**config.mk**
```make
export PLATFORM = sky130hd
export DESIGN_NAME = sic1_sequencer_flat
export DESIGN_NICKNAME = d
export VERILOG_FILES = /design/src/rtl/sic1_sequencer_if.sv /design/src/rtl/sic1_sequencer.sv /design/src/flat_wrapper.sv
export SDC_FILE = /design/constraint.sdc
export NUM_CORES = 1
export LEC_CHECK = 0
export ABC_AREA = 0
export BUFFER_PORTS_ARGS = -buffer_cell sky130_fd_sc_hd__buf_2
export CAP_MARGIN = 20
export CORE_MARGIN = 2
export CORE_UTILIZATION = 52
export DETAILED_ROUTE_END_ITERATION = 8
export GPL_ROUTABILITY_DRIVEN = 0
export HOLD_SLACK_MARGIN = 0.06
export PLACE_DENSITY = 0.76
export SYNTH_ARGS = -nofsm -noshare
export SYNTH_HDL_FRONTEND = slang
export SYNTH_SLANG_ARGS = --single-unit
```
**constraint.sdc**
```tcl
create_clock -name clk -period 2.4 [get_ports clk]
set_clock_uncertainty 0.1 [all_clocks]
set_input_delay 0.36 -clock clk [delete_from_list [all_inputs] [get_ports clk]]
set_output_delay 0.36 -clock clk [all_outputs]
set_load 0.01 [all_outputs]
```
**src/rtl/sic1_sequencer_if.sv**
```systemverilog
// Memory bus and program-load handshake between the SIC-1 sequencer and its byte memory.
// The sequencer is the only master; the memory/loader side takes the slave view.
interface sic1_sequencer_if;
    logic       load_valid;
    logic [7:0] load_data;
    logic       load_ready;
    logic [7:0] mem_addr;
    logic       mem_wr_en;
    logic [7:0] mem_wdata;
    logic [7:0] mem_rdata;

    modport master (
        input  load_valid,
        input  load_data,
        input  mem_rdata,
        output load_ready,
        output mem_addr,
        output mem_wr_en,
        output mem_wdata
    );

    modport slave (
        output load_valid,
        output load_data,
        output mem_rdata,
        input  load_ready,
        input  mem_addr,
        input  mem_wr_en,
        input  mem_wdata
    );
endinterface

```
**src/rtl/sic1_sequencer.sv**
```systemverilog
// SIC-1 subleq execution controller: loads a program byte-serially into RAM, then runs
// subleq instructions with one memory access per cycle until a branch targets 255.
module sic1_sequencer (
    input  logic                     clk,
    input  logic                     rst,
    input  logic                     start,
    sic1_sequencer_if.master         bus,
    output logic [7:0]               pc,
    output logic                     running,
    output logic                     halted
);

    localparam logic [7:0] ADDR_LOAD_MAX = 8'd252;
    localparam logic [7:0] ADDR_HALT     = 8'd255;

    typedef enum logic [2:0] {
        S_IDLE,
        S_FETCH_A,
        S_FETCH_B,
        S_FETCH_C,
        S_READ_A,
        S_READ_B,
        S_WRITE,
        S_HALT
    } state_t;

    state_t     state, state_next;
    logic [7:0] pc_q, pc_next;
    logic [7:0] load_ptr, load_ptr_next;
    logic [7:0] a, a_next;
    logic [7:0] b, b_next;
    logic [7:0] c, c_next;
    logic [7:0] va, va_next;
    logic [7:0] vb, vb_next;

    logic [7:0] diff;
    logic       branch_taken;
    logic [7:0] target_pc;

    always_ff @(posedge clk) begin
        if (rst) begin
            state    <= S_IDLE;
            pc_q     <= '0;
            load_ptr <= '0;
            a        <= '0;
            b        <= '0;
            c        <= '0;
            va       <= '0;
            vb       <= '0;
        end else begin
            // NOTE: non-blocking updates so every register samples pre-edge values together.
            state    <= state_next;
            pc_q     <= pc_next;
            load_ptr <= load_ptr_next;
            a        <= a_next;
            b        <= b_next;
            c        <= c_next;
            va       <= va_next;
            vb       <= vb_next;
        end
    end

    // Subleq: mem[a] -= mem[b]; branch to c when the result is signed <= 0.
    assign diff         = va - vb;
    assign branch_taken = (diff == 8'd0) || diff[7];
    assign target_pc    = branch_taken ? c : pc_q + 8'd3;

    always_comb begin
        // NOTE: every output and next-state value is defaulted first so no latch is inferred.
        state_next     = state;
        pc_next        = pc_q;
        load_ptr_next  = load_ptr;
        a_next         = a;
        b_next         = b;
        c_next         = c;
        va_next        = va;
        vb_next        = vb;
        bus.mem_addr   = '0;
        bus.mem_wr_en  = 1'b0;
        bus.mem_wdata  = '0;
        bus.load_ready = 1'b0;

        case (state)
            S_IDLE: begin
                bus.load_ready = !start && (load_ptr <= ADDR_LOAD_MAX);
                if (start) begin
                    pc_next    = '0;
                    state_next = S_FETCH_A;
                end else if (bus.load_valid && bus.load_ready) begin
                    bus.mem_addr  = load_ptr;
                    bus.mem_wdata = bus.load_data;
                    bus.mem_wr_en = !rst;
                    load_ptr_next = load_ptr + 8'd1;
                end
            end
            S_FETCH_A: begin
                bus.mem_addr = pc_q;
                a_next       = bus.mem_rdata;
                state_next   = S_FETCH_B;
            end
            S_FETCH_B: begin
                bus.mem_addr = pc_q + 8'd1;
                b_next       = bus.mem_rdata;
                state_next   = S_FETCH_C;
            end
            S_FETCH_C: begin
                bus.mem_addr = pc_q + 8'd2;
                c_next       = bus.mem_rdata;
                state_next   = S_READ_A;
            end
            S_READ_A: begin
                bus.mem_addr = a;
                va_next      = bus.mem_rdata;
                state_next   = S_READ_B;
            end
            S_READ_B: begin
                bus.mem_addr = b;
                vb_next      = bus.mem_rdata;
                state_next   = S_WRITE;
            end
            S_WRITE: begin
                // Writes to 253/255 are still issued; the memory decides what to keep.
                bus.mem_addr  = a;
                bus.mem_wdata = diff;
                bus.mem_wr_en = !rst;
                pc_next       = target_pc;
                state_next    = (target_pc == ADDR_HALT) ? S_HALT : S_FETCH_A;
            end
            S_HALT: begin
                if (start) begin
                    pc_next    = '0;
                    state_next = S_FETCH_A;
                end
            end
            default: state_next = S_IDLE;
        endcase
    end

    assign pc      = pc_q;
    assign running = (state == S_FETCH_A) || (state == S_FETCH_B) || (state == S_FETCH_C) ||
                     (state == S_READ_A)  || (state == S_READ_B)  || (state == S_WRITE);
    assign halted  = (state == S_HALT);

endmodule

```
**src/flat_wrapper.sv**
```systemverilog
// flat-port wrapper written by rule: the top's interface ports become plain ports
module sic1_sequencer_flat 
  (clk, rst, start, pc, running, halted, bus_load_valid, bus_load_data, bus_mem_rdata, bus_load_ready, bus_mem_addr, bus_mem_wr_en, bus_mem_wdata);
  sic1_sequencer_if bus_i ();
  input  logic clk;
  input  logic rst;
  input  logic start;
  output logic [7:0] pc;
  output logic running;
  output logic halted;
  input wire logic [$bits(bus_i.load_valid)-1:0] bus_load_valid;
  input wire logic [$bits(bus_i.load_data)-1:0] bus_load_data;
  input wire logic [$bits(bus_i.mem_rdata)-1:0] bus_mem_rdata;
  output wire logic [$bits(bus_i.load_ready)-1:0] bus_load_ready;
  output wire logic [$bits(bus_i.mem_addr)-1:0] bus_mem_addr;
  output wire logic [$bits(bus_i.mem_wr_en)-1:0] bus_mem_wr_en;
  output wire logic [$bits(bus_i.mem_wdata)-1:0] bus_mem_wdata;
  assign bus_i.load_valid = bus_load_valid;
  assign bus_i.load_data = bus_load_data;
  assign bus_i.mem_rdata = bus_mem_rdata;
  assign bus_load_ready = bus_i.load_ready;
  assign bus_mem_addr = bus_i.mem_addr;
  assign bus_mem_wr_en = bus_i.mem_wr_en;
  assign bus_mem_wdata = bus_i.mem_wdata;
  sic1_sequencer u_core (.clk(clk), .rst(rst), .start(start), .bus(bus_i), .pc(pc), .running(running), .halted(halted));
endmodule
```
==> results of run 1 <==
[worst max path at each step]
stage                             to  slack (ns)  cells after the start
finish                  u_core.pc[1]       -0.37                     11
global route            u_core.pc[1]       -0.49                     13
CTS                 bus_mem_wdata[6]       -0.40                     12
detailed placement      u_core.pc[5]       -0.39                     11
global placement        u_core.pc[5]       -0.25                     11
floorplan               u_core.pc[2]       -0.02                     10
[cells in the final DEF, fill, tap and decap left out, drive strengths merged, types with 16 or more instances in the layout]
cell and instances:
nand3 19, mux2i 24, nor2 48, inv 20
buf 119, clkbuf 16, dfxtp 59, o21ai 22
nand2 65, a21oi 35
[worst max-delay path, cell delays in order (launching register included)]
cell	delay [ns]
dfxtp_2	0.36
inv_4	0.05
ha_4	0.24
nor2b_4	0.12
o211ai_1	0.26
nand2_1	0.13
a211o_1	0.35
buf_6	0.13
a41oi_4	0.39
buf_6	0.19
mux2i_1	0.22
o21ai_1	0.10
[stage by stage]
stage	total power, uW	setup TNS (ns)
floorplan	1383	-0.1418
global placement	1555	-1.913
detailed placement	1568	-3.308
CTS	2459	-4.528
global route	2644	-7.391
finish	2552	-5.214
[cell families (layout without fill, tap and decap cells)]
family                   Yosys count  after routing  synth area share (%)
AND/OR/NAND/NOR                  174            174                 23.16
AO/OA/AOI/OAI                     96             96                 18.54
flip-flops                        59             59                 34.87
buffers and inverters             47            157                 5.356
multiplexers                      26             26                 7.758
XOR/XNOR                          19             19                 4.913
adder cells (fa/ha/maj)           14             14                 5.394
[routing by layer]
layer / global-route usage [%] / vias to the layer above / share of wire, %
met5: 0 / - / 0
met4: 12.70 / 0 / 4.0
met3: 7.080 / 50 / 7.4
met2: 47.24 / 203 / 50
met1: 34.31 / 1724 / 39
li1: - / 1726 / -
[sequential cells by signal, indices dropped and copies added (netlist names)]
register	cells
u_core.a	8
u_core.b	8
u_core.c	8
u_core.load_ptr	8
u_core.pc	8
u_core.state	3
u_core.va	8
u_core.vb	8
[final cells by class]
cell class | count | area [um^2] | area share (%)
Clock buffer | 14 | 162.7 | 3.373
Clock inverter | 2 | 10.01 | 0.2076
Inverter | 20 | 77.57 | 1.609
Multi-Input combinational cell | 329 | 2354 | 48.81
Sequential cell | 59 | 1211 | 25.12
Tap cell | 77 | 96.34 | 1.998
Timing Repair Buffer | 121 | 910.9 | 18.89
[repair_timing]
| action | in CTS | in global routing |
|---|---|---|
| cloned | 0 | 2 |
| setup endpoints to repair | 27 | 27 |
| hold endpoints to repair | 0 | 0 |
| resized for setup | 52 | 59 |
| pin swaps | 24 | 40 |
| buffers inserted | 18 | 9 |
[report_power, final]
part | total (uW) | internal, uW | switching (uW)
clock | 819 | 429 | 390
combinational | 691 | 339 | 352
sequential | 1040 | 1010 | 29.3
total | 2550 | 1780 | 772
==> metrics.md, run 1 <==
| Metric | Value |
|---|---|
| Status | `finished, violations left` |
| Failing checks | `negative setup slack` |
| Final #Nets | `574` |
| Iteration-0 DRC Markers | `402` |
| Reg2Reg Setup Slack | `-0.37 ns` |
| Site row count | `29` |
| Die span in x | `84.71 um` |
| Ports | `48` |
| Area share of the largest cell type after synthesis | `34.87%` |
| Cells after synthesis | `435` |
| Synthesis-to-finish area growth | `42.37%` |
| DP Area | `4023 um^2` |
| Layout cell share with drive strength beyond 1 | `38.72%` |
| Final Instance Count excl. Fillers | `622` |
| Arrival time at the worst endpoint | `2.90 ns` |
| Worst hold slack | `0.2075 ns` |
| R2r worst-path depth | `11` |
| Count leader, synth | `nand2_1` |
| Root Driver | `clkbuf_8` |
| Core Area | `6314 um^2` |
| Synth Register Bits | `59` |
| Sequential share of the synthesized area | `34.87%` |
| Period utilization | `115.6%` |
| Post-synth net total | `469` |
| Launch point of the worst reg-to-reg path | `u_core.vb[1]` |
| Startpoint Class | `flop` |
| Die Y | `84.71 um` |
| Async SR Flop Fraction | `0%` |
| Fmax | `360.6 MHz` |
| Initial antenna violation count | `0` |
| Die area | `7175 um^2` |
| Slew Limit Headroom | `60.83%` |
| Latest clock arrival within the worst-skew pair | `0.36 ns` |
| DR vias/cell | `5.953` |
| Post-synth EDFFs | `0` |
| CP Class | `reg2reg` |
| Ys flop type | `dfxtp_1` |
| RSZ-0062 raised after global routing | `yes` |
| Hold wc startpoint | `bus_mem_rdata[5]` |
| Commonest cells in the netlist | `nand2_1, dfxtp_1, nor2_1` |
| WP data required | `2.52 ns` |
| Hold endpoint | `u_core.b[5]` |
| Peak supply drop | `0.5082 mV` |
| # fillers | `409` |
| Top cell type by total area after synthesis | `dfxtp_1` |
| Via count of the first global-routing pass | `3410` |
| Max Slew Vio Count | `0` |
| Hold Path Class | `in2reg` |
| CTS H-tree depth | `3` |
| Crit path time final | `2.774 ns` |
| Worst Path Max Fanout | `8` |
| Wirelength, routed | `11.10 mm` |
| DRC Markers | `0` |
| Final hold vios | `0` |
| Initial DRT Pass Iterations | `7` |
| Dpl ws | `-0.3914 ns` |
| Final instance area | `4822 um^2` |
| # clock sinks | `59` |
| Mapped Area | `3387 um^2` |
| Initial Util | `53.65%` |
| Leak | `0.001947 uW` |
| CTS clk-pin slew, worst paths | `0.07 ns` |
| Cell variety after synth | `51` |
| Fin util | `76.38%` |
| First-pass GRT wire length | `16.24 mm` |
| Pwr Density | `529.2 nW/um^2` |
| CTS Hold Buffers Added | `0` |
| Setup violations, final | `25` |
| Worst R2R End | `u_core.pc[1]` |
| Crit path capture type | `flop` |
| Avg WL per Cell | `17.84 um` |
| Final ANT Viol Nets | `0` |
| CP Launch Point | `u_core.vb[1]` |
| GR Util All Layers | `28.27%` |
| Largest net degree at the start of global routing | `33` |
| Avg Cell Area, Syn | `7.786 um^2` |
| Grt ovf | `0` |
| Clock Path Buffers | `2` |
| IO buf count | `47` |
| Ys Warns | `0` |
| Final WS setup | `-0.3735 ns` |
| TritonCTS clock tree | `done` |
| Hold Crit Depth | `3` |
| Number of antenna cells inserted | `0` |
| Max-cap viol count | `0` |
| CTS Buf Count | `9` |
| Slew @ Worst Pin | `0.5853 ns` |
| Hpwl dp | `6.774 mm` |
| Via count | `3703` |
| Inst Count DP | `582` |
| Synth top area cells | `dfxtp_1, nand2_1, mux2i_1` |
No activity file was read; power rests on OpenSTA's default activity.
==> run 2, diff against run 1 <==
SLEW_MARGIN = 20   (was unset)
TNS_END_PERCENT = 1   (was unset)
==> run 2 against run 1 <==
  * The flow still finishes with violations (negative setup slack)
  * Setup slack worse by 0.032 ns
  * Wire length down 14%
  * Critical endpoint is now bus_mem_wdata[6]
  * Hold slack worse by 0.0076 ns
  * Die area unchanged
  * Highest routed layer unchanged
==> metrics.md, run 2 (synthesis gave the netlist of run 1 again) <==
| Metric | Value |
|---|---|
| Via count of the first global-routing pass | `3241 (-5.0%)` |
| Initial antenna violation count | `0 (unchanged)` |
| Hold Path Class | `in2reg` |
| Worst Path Max Fanout | `2 (-6)` |
| Slew @ Worst Pin | `0.5050 ns (-0.08038 ns)` |
| Root Driver | `clkbuf_8` |
| CTS Buf Count | `9 (unchanged)` |
| Failing checks | `negative setup slack` |
| IO buf count | `47 (unchanged)` |
| Dpl ws | `-0.2675 ns (+0.1240 ns)` |
| First-pass GRT wire length | `15.85 mm (-2.4%)` |
| Worst hold slack | `0.2000 ns (-0.007590 ns)` |
| Startpoint Class | `flop` |
| Core Area | `6314 um^2 (unchanged)` |
| CTS Hold Buffers Added | `0 (unchanged)` |
| Slew Limit Headroom | `65.47% (+4.6 points)` |
| Die span in x | `84.71 um (unchanged)` |
| Most frequent CP cell | `inv_2` |
| Status | `finished, violations left` |
| GR Util All Layers | `27.72% (-0.55 points)` |
| Synthesis-to-finish area growth | `28.33%` |
| DP Area | `3973 um^2 (-1.2%)` |
| Reg2Reg Setup Slack | `-0.30 ns (+0.07 ns)` |
| Hpwl dp | `6.955 mm (+2.7%)` |
| DR vias/cell | `5.701 (-4.2%)` |
| Most frequent cells in the layout | `nand2_1, nor2_1, buf_2, dfxtp_1, buf_4` |
| Ports | `48 (unchanged)` |
| DRC Markers | `0 (unchanged)` |
| Latest clock arrival within the worst-skew pair | `0.35 ns (about the same)` |
| Wirelength, routed | `9.554 mm (-14%)` |
| Final #Nets | `548 (-4.5%)` |
| Commonest non-fill, non-tap cell in the layout | `nand2_1` |
| Fmax | `356.5 MHz (-1.1%)` |
| RSZ-0062 raised after global routing | `yes` |
| Setup violations, final | `20 (-20%)` |
| CTS H-tree depth | `3 (unchanged)` |
| DR WL met3 | `653 um (-20%)` |
| Met2 routed WL | `4.663 mm (-15%)` |
| Final instance area | `4347 um^2 (-9.9%)` |
| WP data required | `1.94 ns (-0.58 ns)` |
| Initial DRT Pass Iterations | `7 (unchanged)` |
| Largest delay contributor family on the critical path | `compound AO/OA/AOI/OAI gates` |
| CP Buf/Inv Count | `4 (+1)` |
| Highest routed layer | `met4` |
| Arrival time at the worst endpoint | `2.35 ns (-0.55 ns)` |
| Grt ovf | `0 (unchanged)` |
| Post-Route M1 WL | `4.079 mm (-5.7%)` |
| CP Class | `reg2out` |
| Cell breakdown of the critical path | `inv_2, ha_4, inv_2, fa_2, a211oi_2, o21bai_1, a21oi_1, xor2_1, buf_4, o21ai_1, buf_2` |
| Initial Util | `53.65% (unchanged)` |
| Peak supply drop | `0.6053 mV (+19%)` |
| Max-cap viol count | `0 (unchanged)` |
| Leak | `0.001740 uW (-11%)` |
| CTS clk-pin slew, worst paths | `0.07 ns (about the same)` |
| Slowest stage delay, CP | `0.35 ns (-0.04 ns)` |
| Avg WL per Cell | `16.03 um (-10%)` |
| TritonCTS clock tree | `done` |
| Iteration-0 DRC Markers | `312 (-22%)` |
| Final WS setup | `-0.4052 ns (-0.03167 ns)` |
| Total power | `2602 uW (+1.9%)` |
| Final hold vios | `0 (unchanged)` |
| Pwr Density | `598.5 nW/um^2 (+13%)` |
| Crit path time final | `2.805 ns (+0.03167 ns)` |
| # clock sinks | `59 (unchanged)` |
| Max Slew Vio Count | `0 (unchanged)` |
| Site row count | `29 (unchanged)` |
| Die area | `7175 um^2 (unchanged)` |
| Clock Path Buffers | `2 (unchanged)` |
| Via count | `3398 (-8.2%)` |
| Slowest CP cell | `fa_2` |
| Final ANT Viol Nets | `0 (unchanged)` |
| Period utilization | `116.9% (+1.3 points)` |
| Crit path capture type | `primary output` |
| Layout cell share with drive strength beyond 1 | `28.90% (-9.8 points)` |
| Fin Setup TNS | `-4.108 ns (+1.106 ns)` |
| Number of antenna cells inserted | `0 (unchanged)` |
| Largest net degree at the start of global routing | `36 (+9.1%)` |
| Die Y | `84.71 um (unchanged)` |
[run 2: metrics by stage]
step	util, %	std cells
6_report	68.85	596
5_1_grt	68.85	596
4_1_cts	68.13	596
3_5_place_dp	62.92	577
3_3_place_gp	62.92	577
2_1_floorplan	-	435
[run 2: final timing paths]
| kind | startpoint | to | cells after the start |
|---|---|---|---|
| worst max-delay path | u_core.va[0] | bus_mem_wdata[6] | 11 |
| worst min-delay path | bus_mem_rdata[6] | u_core.b[6] | 3 |
| worst max register to register | u_core.va[0] | u_core.state[1] | 12 |
| worst min register to register | u_core.vb[3] | u_core.vb[3] | 2 |
[run 2: power breakdown]
| group | internal (uW) | switching [uW] |
|---|---|---|
| Clock | 586 | 421 |
| Combinational | 255 | 302 |
| Sequential | 1010 | 26.7 |
| Total | 1850 | 750 |
[run 2: area by class of cell]
class / instances / area (um^2)
Clock buffer: 10 / 127.6
Clock inverter: 6 / 90.09
Fill cell: 523 / 1967
Inverter: 20 / 75.07
Multi-Input combinational cell: 329 / 2125
Sequential cell: 59 / 1201
Tap cell: 77 / 96.34
Timing Repair Buffer: 95 / 631.9
[run 2: layer usage]
| layer | vias up | track usage [%] |
|---|---|---|
| met5 | - | 0 |
| met4 | 0 | 8.225 |
| met3 | 15 | 6.883 |
| met2 | 119 | 45.38 |
| met1 | 1599 | 36.26 |
| li1 | 1665 | - |
[run 2: tightest hold or removal path, stage by stage]
cell and delay [ns]:
buf_2 0.14, nand2_1 0.06, a21oi_1 0.05
[run 2: repair_timing]
item / CTS / global route
endpoints found under the setup margin: 27 / 27
gates cloned: 0 / 0
setup buffers: 3 / 0
pin swaps: 22 / 12
gates resized for setup: 30 / 16
==> run 3, diff against run 2 <==
CORE_MARGIN = 1   (was 2)
==> run 3 against run 2 <==
  * Count of clock-buffer cells in the layout increased by 2
  * Core utilization up 0.46 points
  * Flip-flop and latch count stayed put
  * Setup slack lost 0.0036 ns
  * Combinational power fell by 1%
  * Global-route usage is 2.7 points higher
  * Hold slack better by 0.0068 ns
  * The run still ends with negative setup slack left
  * Sequential share of layout area decreased by 0.21 points
  * Via count grew 1.7%
  * Register-to-register slack lost 0.07 ns
  * Critical path depth shrank 2
  * Highest routed layer unchanged
  * Largest power group unchanged
  * Die area shrank 4.7%
==> metrics.md, run 3 (synthesis gave the netlist of run 1 again) <==
| Metric | Value |
|---|---|
| Pwr Density | `569.6 nW/um^2 (-4.8%)` |
| Peak supply drop | `0.4592 mV (-24%)` |
| Layout cell share with drive strength beyond 1 | `29.20% (+0.30 points)` |
| Status | `finished, violations left` |
| Synthesis-to-finish area growth | `29.18%` |
| Via count | `3456 (+1.7%)` |
| First-pass GRT wire length | `15.32 mm (-3.4%)` |
| Failing checks | `negative setup slack` |
| Root Driver | `clkbuf_8` |
| Final ANT Viol Nets | `0 (unchanged)` |
| Final WS setup | `-0.4088 ns (-0.003605 ns)` |
| Max Slew Vio Count | `0 (unchanged)` |
| CTS Buf Count | `9 (unchanged)` |
| Initial Util | `53.65% (unchanged)` |
| Die Y | `82.71 um (-2.4%)` |
| Clock Path Buffers | `2 (unchanged)` |
| Slew @ Worst Pin | `0.5319 ns (+0.02693 ns)` |
| CTS Hold Buffers Added | `0 (unchanged)` |
| Worst hold slack | `0.2067 ns (+0.006780 ns)` |
| Via count of the first global-routing pass | `3173 (-2.1%)` |
| CP Class | `reg2out` |
| IO buf count | `47 (unchanged)` |
| RSZ-0062 raised after global routing | `yes` |
| Worst Path Max Fanout | `2 (unchanged)` |
| DRC Markers | `0 (unchanged)` |
| Iteration-0 DRC Markers | `320 (+2.6%)` |
| Hpwl dp | `6.852 mm (-1.5%)` |
| GR Util All Layers | `30.45% (+2.7 points)` |
| # fillers | `483 (-7.6%)` |
| Ports | `48 (unchanged)` |
| Leak | `0.001760 uW (+1.1%)` |
| Site row count | `29 (unchanged)` |
| # clock sinks | `59 (unchanged)` |
| Hold endpoint | `u_core.b[5]` |
| CTS H-tree depth | `3 (unchanged)` |
| Reg2Reg Setup Slack | `-0.37 ns (-0.07 ns)` |
| R2r worst-path depth | `11 (-1)` |
| Grt ovf | `0 (unchanged)` |
| Most frequent cells in the layout | `nand2_1, buf_4, nor2_1, dfxtp_1, buf_2` |
| Commonest non-fill, non-tap cell in the layout | `nand2_1` |
| Avg WL per Cell | `16.29 um (+1.6%)` |
| TritonCTS clock tree | `done` |
| Crit path time final | `2.809 ns (+0.003605 ns)` |
| Latest clock arrival within the worst-skew pair | `0.34 ns (about the same)` |
| Final hold vios | `0 (unchanged)` |
| Launch point of the worst reg-to-reg path | `u_core.vb[3]` |
| Largest net degree at the start of global routing | `32 (-11%)` |
| Hold wc startpoint | `bus_mem_rdata[5]` |
| Initial DRT Pass Iterations | `5 (-2)` |
| Fmax | `356.0 MHz (-0.13%)` |
| Worst R2R End | `u_core.pc[2]` |
| Wirelength, routed | `9.791 mm (+2.5%)` |
| Max-cap viol count | `0 (unchanged)` |
| Initial antenna violation count | `0 (unchanged)` |
| Final #Nets | `553 (+0.91%)` |
| Startpoint Class | `flop` |
| Period utilization | `117.0% (+0.15 points)` |
| Die span in x | `82.71 um (-2.4%)` |
| DR vias/cell | `5.750 (+0.86%)` |
| Slew Limit Headroom | `64.17% (-1.3 points)` |
| Hold Crit Depth | `3 (unchanged)` |
| Hold Path Class | `in2reg` |
| CTS clk-pin slew, worst paths | `0.06 ns (about the same)` |
| Fin util | `69.30% (+0.46 points)` |
| Number of antenna cells inserted | `0 (unchanged)` |
| Die area | `6840 um^2 (-4.7%)` |
| WP data required | `1.94 ns (about the same)` |
| Setup violations, final | `20 (unchanged)` |
| Core Area | `6314 um^2 (unchanged)` |
| Crit path capture type | `primary output` |
| Dpl ws | `-0.2941 ns (-0.02665 ns)` |
| Fin Setup TNS | `-4.871 ns (-0.7634 ns)` |
| Arrival time at the worst endpoint | `2.35 ns (about the same)` |
[run 3: cell count changes in the layout (fill, tap and decap cells not counted), moves of 2 or more]
| cell | delta |
|---|---|
| buf_6 | -2 |
| nor2b_4 | +2 |
| buf_4 | +7 |
| clkinv_4 | -2 |
[run 3: layout make-up]
class | instances | area [um^2] | area share (%)
Inverter | 20 | 75.07 | 1.716
Clock buffer | 12 | 145.1 | 3.317
Clock inverter | 4 | 50.05 | 1.144
Sequential cell | 59 | 1200 | 27.42
Timing Repair Buffer | 100 | 661.9 | 15.13
Multi-Input combinational cell | 329 | 2147 | 49.07
Tap cell | 77 | 96.34 | 2.202
[run 3: how the worst max path moves through the flow]
| stage | from | endpoint | cells past startpoint |
|---|---|---|---|
| after floorplan | u_core.va[0] | u_core.pc[6] | 11 |
| after global placement | u_core.va[0] | u_core.state[1] | 11 |
| after detailed placement | u_core.va[0] | u_core.state[2] | 11 |
| after CTS | u_core.va[0] | bus_mem_wdata[6] | 11 |
| after global routing | u_core.va[0] | bus_mem_wdata[6] | 11 |
| final | u_core.vb[3] | bus_mem_wdata[7] | 9 |
[run 3: stage by stage]
step,cells,power (uW),cell area (um^2)
finish,601,2492,4375
floorplan,435,1383,3397
global route,601,2604,4375
global placement,580,1546,3995
detailed placement,580,1555,3995
CTS,601,2481,4304
[run 3: per-layer routing]
layer / track usage [%] / share of wire [%]
met5: 0 / 0
met4: 12.24 / 2.5
met3: 9.011 / 7.8
met1: 36.66 / 41
met2: 50.49 / 48
[run 3: repair_timing]
action                     4_1_cts  5_1_grt
buffers inserted                 5        0
resized for setup               30       17
setup endpoints to repair       27       27
pin swaps                       16       14
[run 3: report_power, final]
group | internal, uW | leakage [uW] | total, uW | switching (uW)
Sequential | 1010 | 0.000483 | 1040 | 24.8
Clock | 506 | 0.0000926 | 905 | 399
Combinational | 249 | 0.00118 | 551 | 301
Total | 1770 | 0.00176 | 2490 | 725
[run 3: worst max-delay path, stage by stage, from the launching register on]
cell and delay (ns):
dfxtp_2 0.32, inv_1 0.04, ha_1 0.28, and2_4 0.15
a221oi_2 0.26, nand2_1 0.14, a211o_1 0.34, buf_4 0.15
a22o_1 0.19, buf_2 0.14
